===== config.mk =====
export PLATFORM = sky130hd
export DESIGN_NAME = ipm_unmask_flat
export DESIGN_NICKNAME = d
export VERILOG_FILES = /design/src/rtl/ipm_unmask_if.sv /design/src/rtl/ipm_unmask.sv /design/src/flat_wrapper.sv
export SDC_FILE = /design/constraint.sdc
export NUM_CORES = 1
export LEC_CHECK = 0
export BUFFER_PORTS_ARGS = -buffer_cell sky130_fd_sc_hd__buf_2
export CAP_MARGIN = 30
export CORE_ASPECT_RATIO = 0.5
export CORE_MARGIN = 4
export CORE_UTILIZATION = 45
export CTS_CLUSTER_DIAMETER = 80
export DETAILED_ROUTE_END_ITERATION = 7
export PLACE_DENSITY = 0.69
export SLEW_MARGIN = 20
export SYNTH_ARGS = -nofsm -noshare
export SYNTH_HDL_FRONTEND = slang
export SYNTH_SLANG_ARGS = --single-unit
export TNS_END_PERCENT = 10

===== constraint.sdc =====
create_clock -name clk_i -period 2.9 [get_ports clk_i]
set_input_delay 0.145 -clock clk_i [delete_from_list [all_inputs] [get_ports clk_i]]
set_output_delay 0.145 -clock clk_i [all_outputs]
set_load 0.02 [all_outputs]

===== src/rtl/ipm_unmask_if.sv =====
// Handshake and data bundle between the Ibex EX stage and the IPM unmask decoder.
// Signal names follow the existing IPM unit's enable/select port naming.
interface ipm_unmask_if #(
  parameter int WIDTH = 32
) ();
  logic [WIDTH-1:0] a_i;
  logic             unmask_en_i;
  logic             unmask_sel_i;
  logic [WIDTH-1:0] result_o;
  logic             valid_o;

  modport master (
    output a_i, unmask_en_i, unmask_sel_i,
    input  result_o, valid_o
  );

  modport slave (
    input  a_i, unmask_en_i, unmask_sel_i,
    output result_o, valid_o
  );
endinterface


===== src/rtl/ipm_unmask.sv =====
// IPM unmask decoder: x = a[0] ^ L'[1]*a[1] ^ ... ^ L'[N-1]*a[N-1] over GF(2^8),
// iterating one shared multiplier over the captured shares, one share per enabled cycle.

module ipm_gfmul (
  input  logic [7:0] a,
  input  logic [7:0] b,
  output logic [7:0] p
);
  logic [7:0] sh;

  always_comb begin
    p  = '0;
    sh = a;
    for (int i = 0; i < 8; i++) begin
      if (b[i]) p = p ^ sh;
      // xtime: multiply by x and reduce modulo x^8+x^4+x^3+x+1
      sh = {sh[6:0], 1'b0} ^ (sh[7] ? 8'h1B : 8'h00);
    end
  end
endmodule

module ipm_unmask #(
  parameter int n = 4,
  parameter int k = 1
) (
  input  logic         clk_i,
  input  logic         reset_ni,
  ipm_unmask_if.slave  bus
);
  localparam int N     = n - k + 1;
  localparam int WIDTH = N * 8;
  localparam int IW    = (N > 1) ? $clog2(N) : 1;

  localparam logic [7:0] L_TABLE [4] = '{8'h01, 8'h1B, 8'hFA, 8'hBC};

  typedef enum logic [1:0] {IDLE, ACC, DONE} state_e;

  state_e          state_q, state_d;
  logic [IW-1:0]   idx_q, idx_d;
  logic [7:0]      shares_q [N];
  logic [7:0]      shares_d [N];
  logic [7:0]      acc_q, acc_d;
  logic [7:0]      res_q, res_d;
  logic [7:0]      mul_a, mul_b, product;
  logic            last;

  ipm_gfmul u_gfmul (
    .a (mul_a),
    .b (mul_b),
    .p (product)
  );

  assign last = (idx_q == IW'(N - 1));

  // NOTE: every always_comb output gets a default first, so no path can infer a latch;
  // blocking assignments here model pure combinational logic.
  always_comb begin
    state_d  = state_q;
    idx_d    = idx_q;
    shares_d = shares_q;
    acc_d    = acc_q;
    res_d    = res_q;
    mul_a    = '0;
    mul_b    = '0;

    // Operands stay at zero outside ACC so the multiplier never toggles on idle data.
    if (state_q == ACC) begin
      mul_a = L_TABLE[2'(idx_q)];
      mul_b = shares_q[idx_q];
    end

    if (bus.unmask_en_i) begin
      unique case (state_q)
        IDLE: begin
          if (bus.unmask_sel_i) begin
            for (int i = 0; i < N; i++) begin
              shares_d[i] = bus.a_i[WIDTH-1-8*i -: 8];
            end
            acc_d   = bus.a_i[WIDTH-1 -: 8];
            idx_d   = IW'(1);
            state_d = ACC;
          end
        end
        ACC: begin
          if (!bus.unmask_sel_i) begin
            state_d = IDLE;
            idx_d   = '0;
          end else begin
            acc_d = acc_q ^ product;
            if (last) begin
              res_d   = acc_q ^ product;
              state_d = DONE;
            end else begin
              idx_d = idx_q + IW'(1);
            end
          end
        end
        DONE: begin
          state_d = IDLE;
          idx_d   = '0;
        end
        default: begin
          state_d = IDLE;
          idx_d   = '0;
        end
      endcase
    end
  end

  // NOTE: sequential state uses non-blocking assignments so all registers update together.
  // NOTE: the small share array is reset too, so no stale operand survives a reset.
  always_ff @(posedge clk_i or negedge reset_ni) begin
    if (!reset_ni) begin
      state_q <= IDLE;
      idx_q   <= '0;
      acc_q   <= '0;
      res_q   <= '0;
      for (int i = 0; i < N; i++) shares_q[i] <= '0;
    end else begin
      state_q  <= state_d;
      idx_q    <= idx_d;
      acc_q    <= acc_d;
      res_q    <= res_d;
      shares_q <= shares_d;
    end
  end

  assign bus.result_o = {{(WIDTH-8){1'b0}}, res_q};
  assign bus.valid_o  = (state_q == DONE);

endmodule


===== src/flat_wrapper.sv =====
// flat-port wrapper written by rule: the top's interface ports become plain ports
module ipm_unmask_flat 
#(
  parameter int n = 4,
  parameter int k = 1
)
  (clk_i, reset_ni, bus_a_i, bus_unmask_en_i, bus_unmask_sel_i, bus_result_o, bus_valid_o);
  ipm_unmask_if bus_i ();
  input  logic clk_i;
  input  logic reset_ni;
  input wire logic [$bits(bus_i.a_i)-1:0] bus_a_i;
  input wire logic [$bits(bus_i.unmask_en_i)-1:0] bus_unmask_en_i;
  input wire logic [$bits(bus_i.unmask_sel_i)-1:0] bus_unmask_sel_i;
  output wire logic [$bits(bus_i.result_o)-1:0] bus_result_o;
  output wire logic [$bits(bus_i.valid_o)-1:0] bus_valid_o;
  assign bus_i.a_i = bus_a_i;
  assign bus_i.unmask_en_i = bus_unmask_en_i;
  assign bus_i.unmask_sel_i = bus_unmask_sel_i;
  assign bus_result_o = bus_i.result_o;
  assign bus_valid_o = bus_i.valid_o;
  ipm_unmask #(.n(n), .k(k)) u_core (.clk_i(clk_i), .reset_ni(reset_ni), .bus(bus_i));
endmodule

==> metrics.md <==
| Metric | Value |
|---|---|
| Via count | 3000 |
| Reg2Reg Setup Slack | around 0.23 ns |
| Hold Path End | u_core.shares_q[23]$_DFFE_PN0P_ |
| Critical Path AT | 2.88 ns |
| Clk Latency, worst-skew pair | 0.30 ns |
| Grt ovf | 0 |
| Syn_area_per_cell | between 9 and 10 um^2 |
| Nature of the critical path endpoint | flip-flop |
| Port Buffer Count | 44 |
| Unrepaired setup endpoints after global routing | false |
| Ys flop type | dfrtp_1 |
| Worst-case hold slack | 0.0717 ns |
| Final min period | 2.67 ns |
| Async set or reset register ratio after synthesis | 100% |
| Run status | completed |
| Final Util | 53.3% |
| Clk slew on worst S/H paths | 0.07 ns |
| Post-route ant nets | 0 |
| I/O Pins | 69 |
| Clk_skew | approximately 0.011 ns |
| PwrDens | ~770 nW/um^2 |
| Initial antenna violation count | 0 |
| Clock root cell | clkbuf_16 |
| Detailed Routing Iterations Pass 1 | 5 |
| Post-Synthesis Cells | 395 |
| Worst setup SP type | flip-flop |
| Warnings, synthesis | 0 |
| Starting Density | 47.3% |
| Final hold vios | 0 |
| Via density | about 5.4 |
| Fin Setup TNS | 0 ns |
| Most common cell after layout, fill and taps aside | dfrtp_1 |
| Crit-path max FO | 9 |
| Synth Register Bits | 52 |
| Sink Count | 52 |
| Least-Margin Pin Slew | 0.794 ns |
| H-tree depth | 2 |
| Layout area overhead | 12.7% |
| Pin count of the biggest net entering global routing | 36 |
| Fin crit share | 92.1% |
| Wirelength per Cell | between 15 and 20 um |
| Row count | 23 |
| Total power | 3.35 mW |
| DRC Markers | 0 |
| Post-synth EDFFs | 0 |
| Share of cells above drive strength 1 | 26.2% |
| WL final | 9530 um |
| Worst r2r path cells | 7 |
| Static Leak | 1.90 nW |
| Clock Path Buffers | 2 |
| Worst Path Required | 3.11 ns |
| Post-synthesis sequential area ratio | 33.5% |
| Layout Nets | a little under 500 |
| Number of global-route vias before repair | 2863 |
| TritonCTS clock tree | built |
| Yosys cell types | slightly below 50 |
| Syn Std Cell Area | 3880 um^2 |
| First-pass GRT wire length | around 15000 um |
| Die W | 139 um |
| Final Wtd Congestion | 0.929 |
| Die Y | 73.7 um |
| CP Class | reg -> reg |
| Total CTS buffers | 5 |
| Fmax | 0.374 GHz |
| Placed Instances | 549 |
| GRT Total Usage | 19.2% |
| Relative slew slack | 47.1% |
| Max Slew Vio Count | 0 |
| Dpl hpwl | 7360 um |
| Hold Crit Start | bus_a_i[23] |
| Setup-failing EPs final | 0 |
| Hold depth | 2 |
| CORE AREA | 8200 um^2 |
| Layout Cells excl Fill | 558 |
| R2R Path End | u_core.res_q[2]$_DFFE_PN0P_ |
| DIE AREA | 10300 um^2 |
| R2R Path Start | u_core.idx_q[1]$_DFFE_PN0P_ |
| Maxcap violations | 0 |
| Tightest Hold Check Type | in -> reg |
| VDD IR-drop max | 0.000361 V |
| Initial DRC Count | 276 |
| Ant diodes | 0 |
| Commonest cells after routing, fill and taps aside | dfrtp_1, buf_2, xnor2_1 |
logic make-up (layout without fill, tap and decap cells):
logic type,after synthesis,after routing,synth area share [%]
buf+inv,51,79,7.77
fa+ha+maj,3,3,0.967
flops,52,52,33.5
mux,58,58,17.0
other cells,1,24,0.0966
compound gates,63,63,10.8
simple gates,105,105,13.0
xor+xnor,62,62,16.9
area by class of cell:
| type | count | area, um^2 |
|---|---|---|
| Fill cell | 767 | 3830 |
| Multi-Input combinational cell | 315 | 2370 |
| Sequential cell | 52 | 1300 |
| Timing Repair Buffer | 66 | 400 |
| Tap cell | 112 | 140 |
| Clock buffer | 6 | 129 |
| Inverter | 5 | 18.8 |
| Clock inverter | 2 | 16.3 |
cell usage after synthesis, drive strengths merged, types with 6 or more instances:
cell type  count  area share (%)
xor2          14             3.2
nand3          8             1.0
a21oi          7            0.90
xnor3          7             4.1
dfrtp         52              34
xnor2         40             9.0
clkbuf        13             1.3
buf           33             6.0
nand2         38             3.7
o22ai          8             2.0
mux2          33             9.6
nor2          22             2.1
o21ai         29             3.7
or3            6            0.97
nor3          11             1.4
mux2i         22             5.7
worst max-delay path by stage:
stage	from	end	cells past startpoint
after CTS	u_core.idx_q[1]$_DFFE_PN0P_	u_core.res_q[2]$_DFFE_PN0P_	7
after global routing	u_core.idx_q[0]$_DFFE_PN0P_	u_core.acc_q[2]$_DFFE_PN0P_	10
after detailed placement	u_core.idx_q[1]$_DFFE_PN0P_	u_core.res_q[2]$_DFFE_PN0P_	7
after floorplan	u_core.idx_q[0]$_DFFE_PN0P_	u_core.res_q[1]$_DFFE_PN0P_	11
final	u_core.idx_q[1]$_DFFE_PN0P_	u_core.res_q[2]$_DFFE_PN0P_	7
after global placement	u_core.idx_q[1]$_DFFE_PN0P_	u_core.res_q[2]$_DFFE_PN0P_	7
metal layers:
| metal | GRT usage [%] | share of wire (%) | vias up |
|---|---|---|---|
| met4 | 4.88 | 1.6 | 0 |
| met2 | 28.8 | 41 | 135 |
| met5 | 0 | 0 | - |
| met3 | 4.36 | 8.3 | 15 |
| li1 | - | - | 1433 |
| met1 | 28.4 | 49 | 1417 |
sequential cells by signal, indices dropped and copies added (netlist names):
name	flops
u_core.state_q	2
u_core.res_q	8
u_core.shares_q	32
u_core.acc_q	8
u_core.idx_q	2
worst max-delay path, cell delays in order, from the launching register on:
cell and delay [ns]:
dfrtp_1 0.40, or3b_1 0.59, a2bb2oi_2 0.28, or3_1 0.39, a211o_1 0.35, a31oi_1 0.26
nor3_1 0.10, o31ai_2 0.21
power breakdown:
group          internal [mW]  switching [mW]
registers              0.916           0.129
clock network          0.322           0.279
logic                  0.823           0.881
total                   2.06            1.29
metrics by stage:
| step | setup WS [ns] | area (um^2) |
|---|---|---|
| final | 0.229 | 4370 |
| after floorplan | 0.0233 | 3970 |
| after detailed placement | 0.269 | 4220 |
| after global placement | 0.304 | 4220 |
| after CTS | 0.247 | 4370 |
| after global routing | 0.0980 | 4370 |
timing repair:
| item | 4_1_cts | 5_1_grt |
|---|---|---|
| buffers inserted | 0 | 0 |
| hold buffers | 1 | 0 |
| resized for setup | 0 | 0 |
| endpoints found under the hold margin | 34 | 0 |
Power figures use the tool's default switching activity.
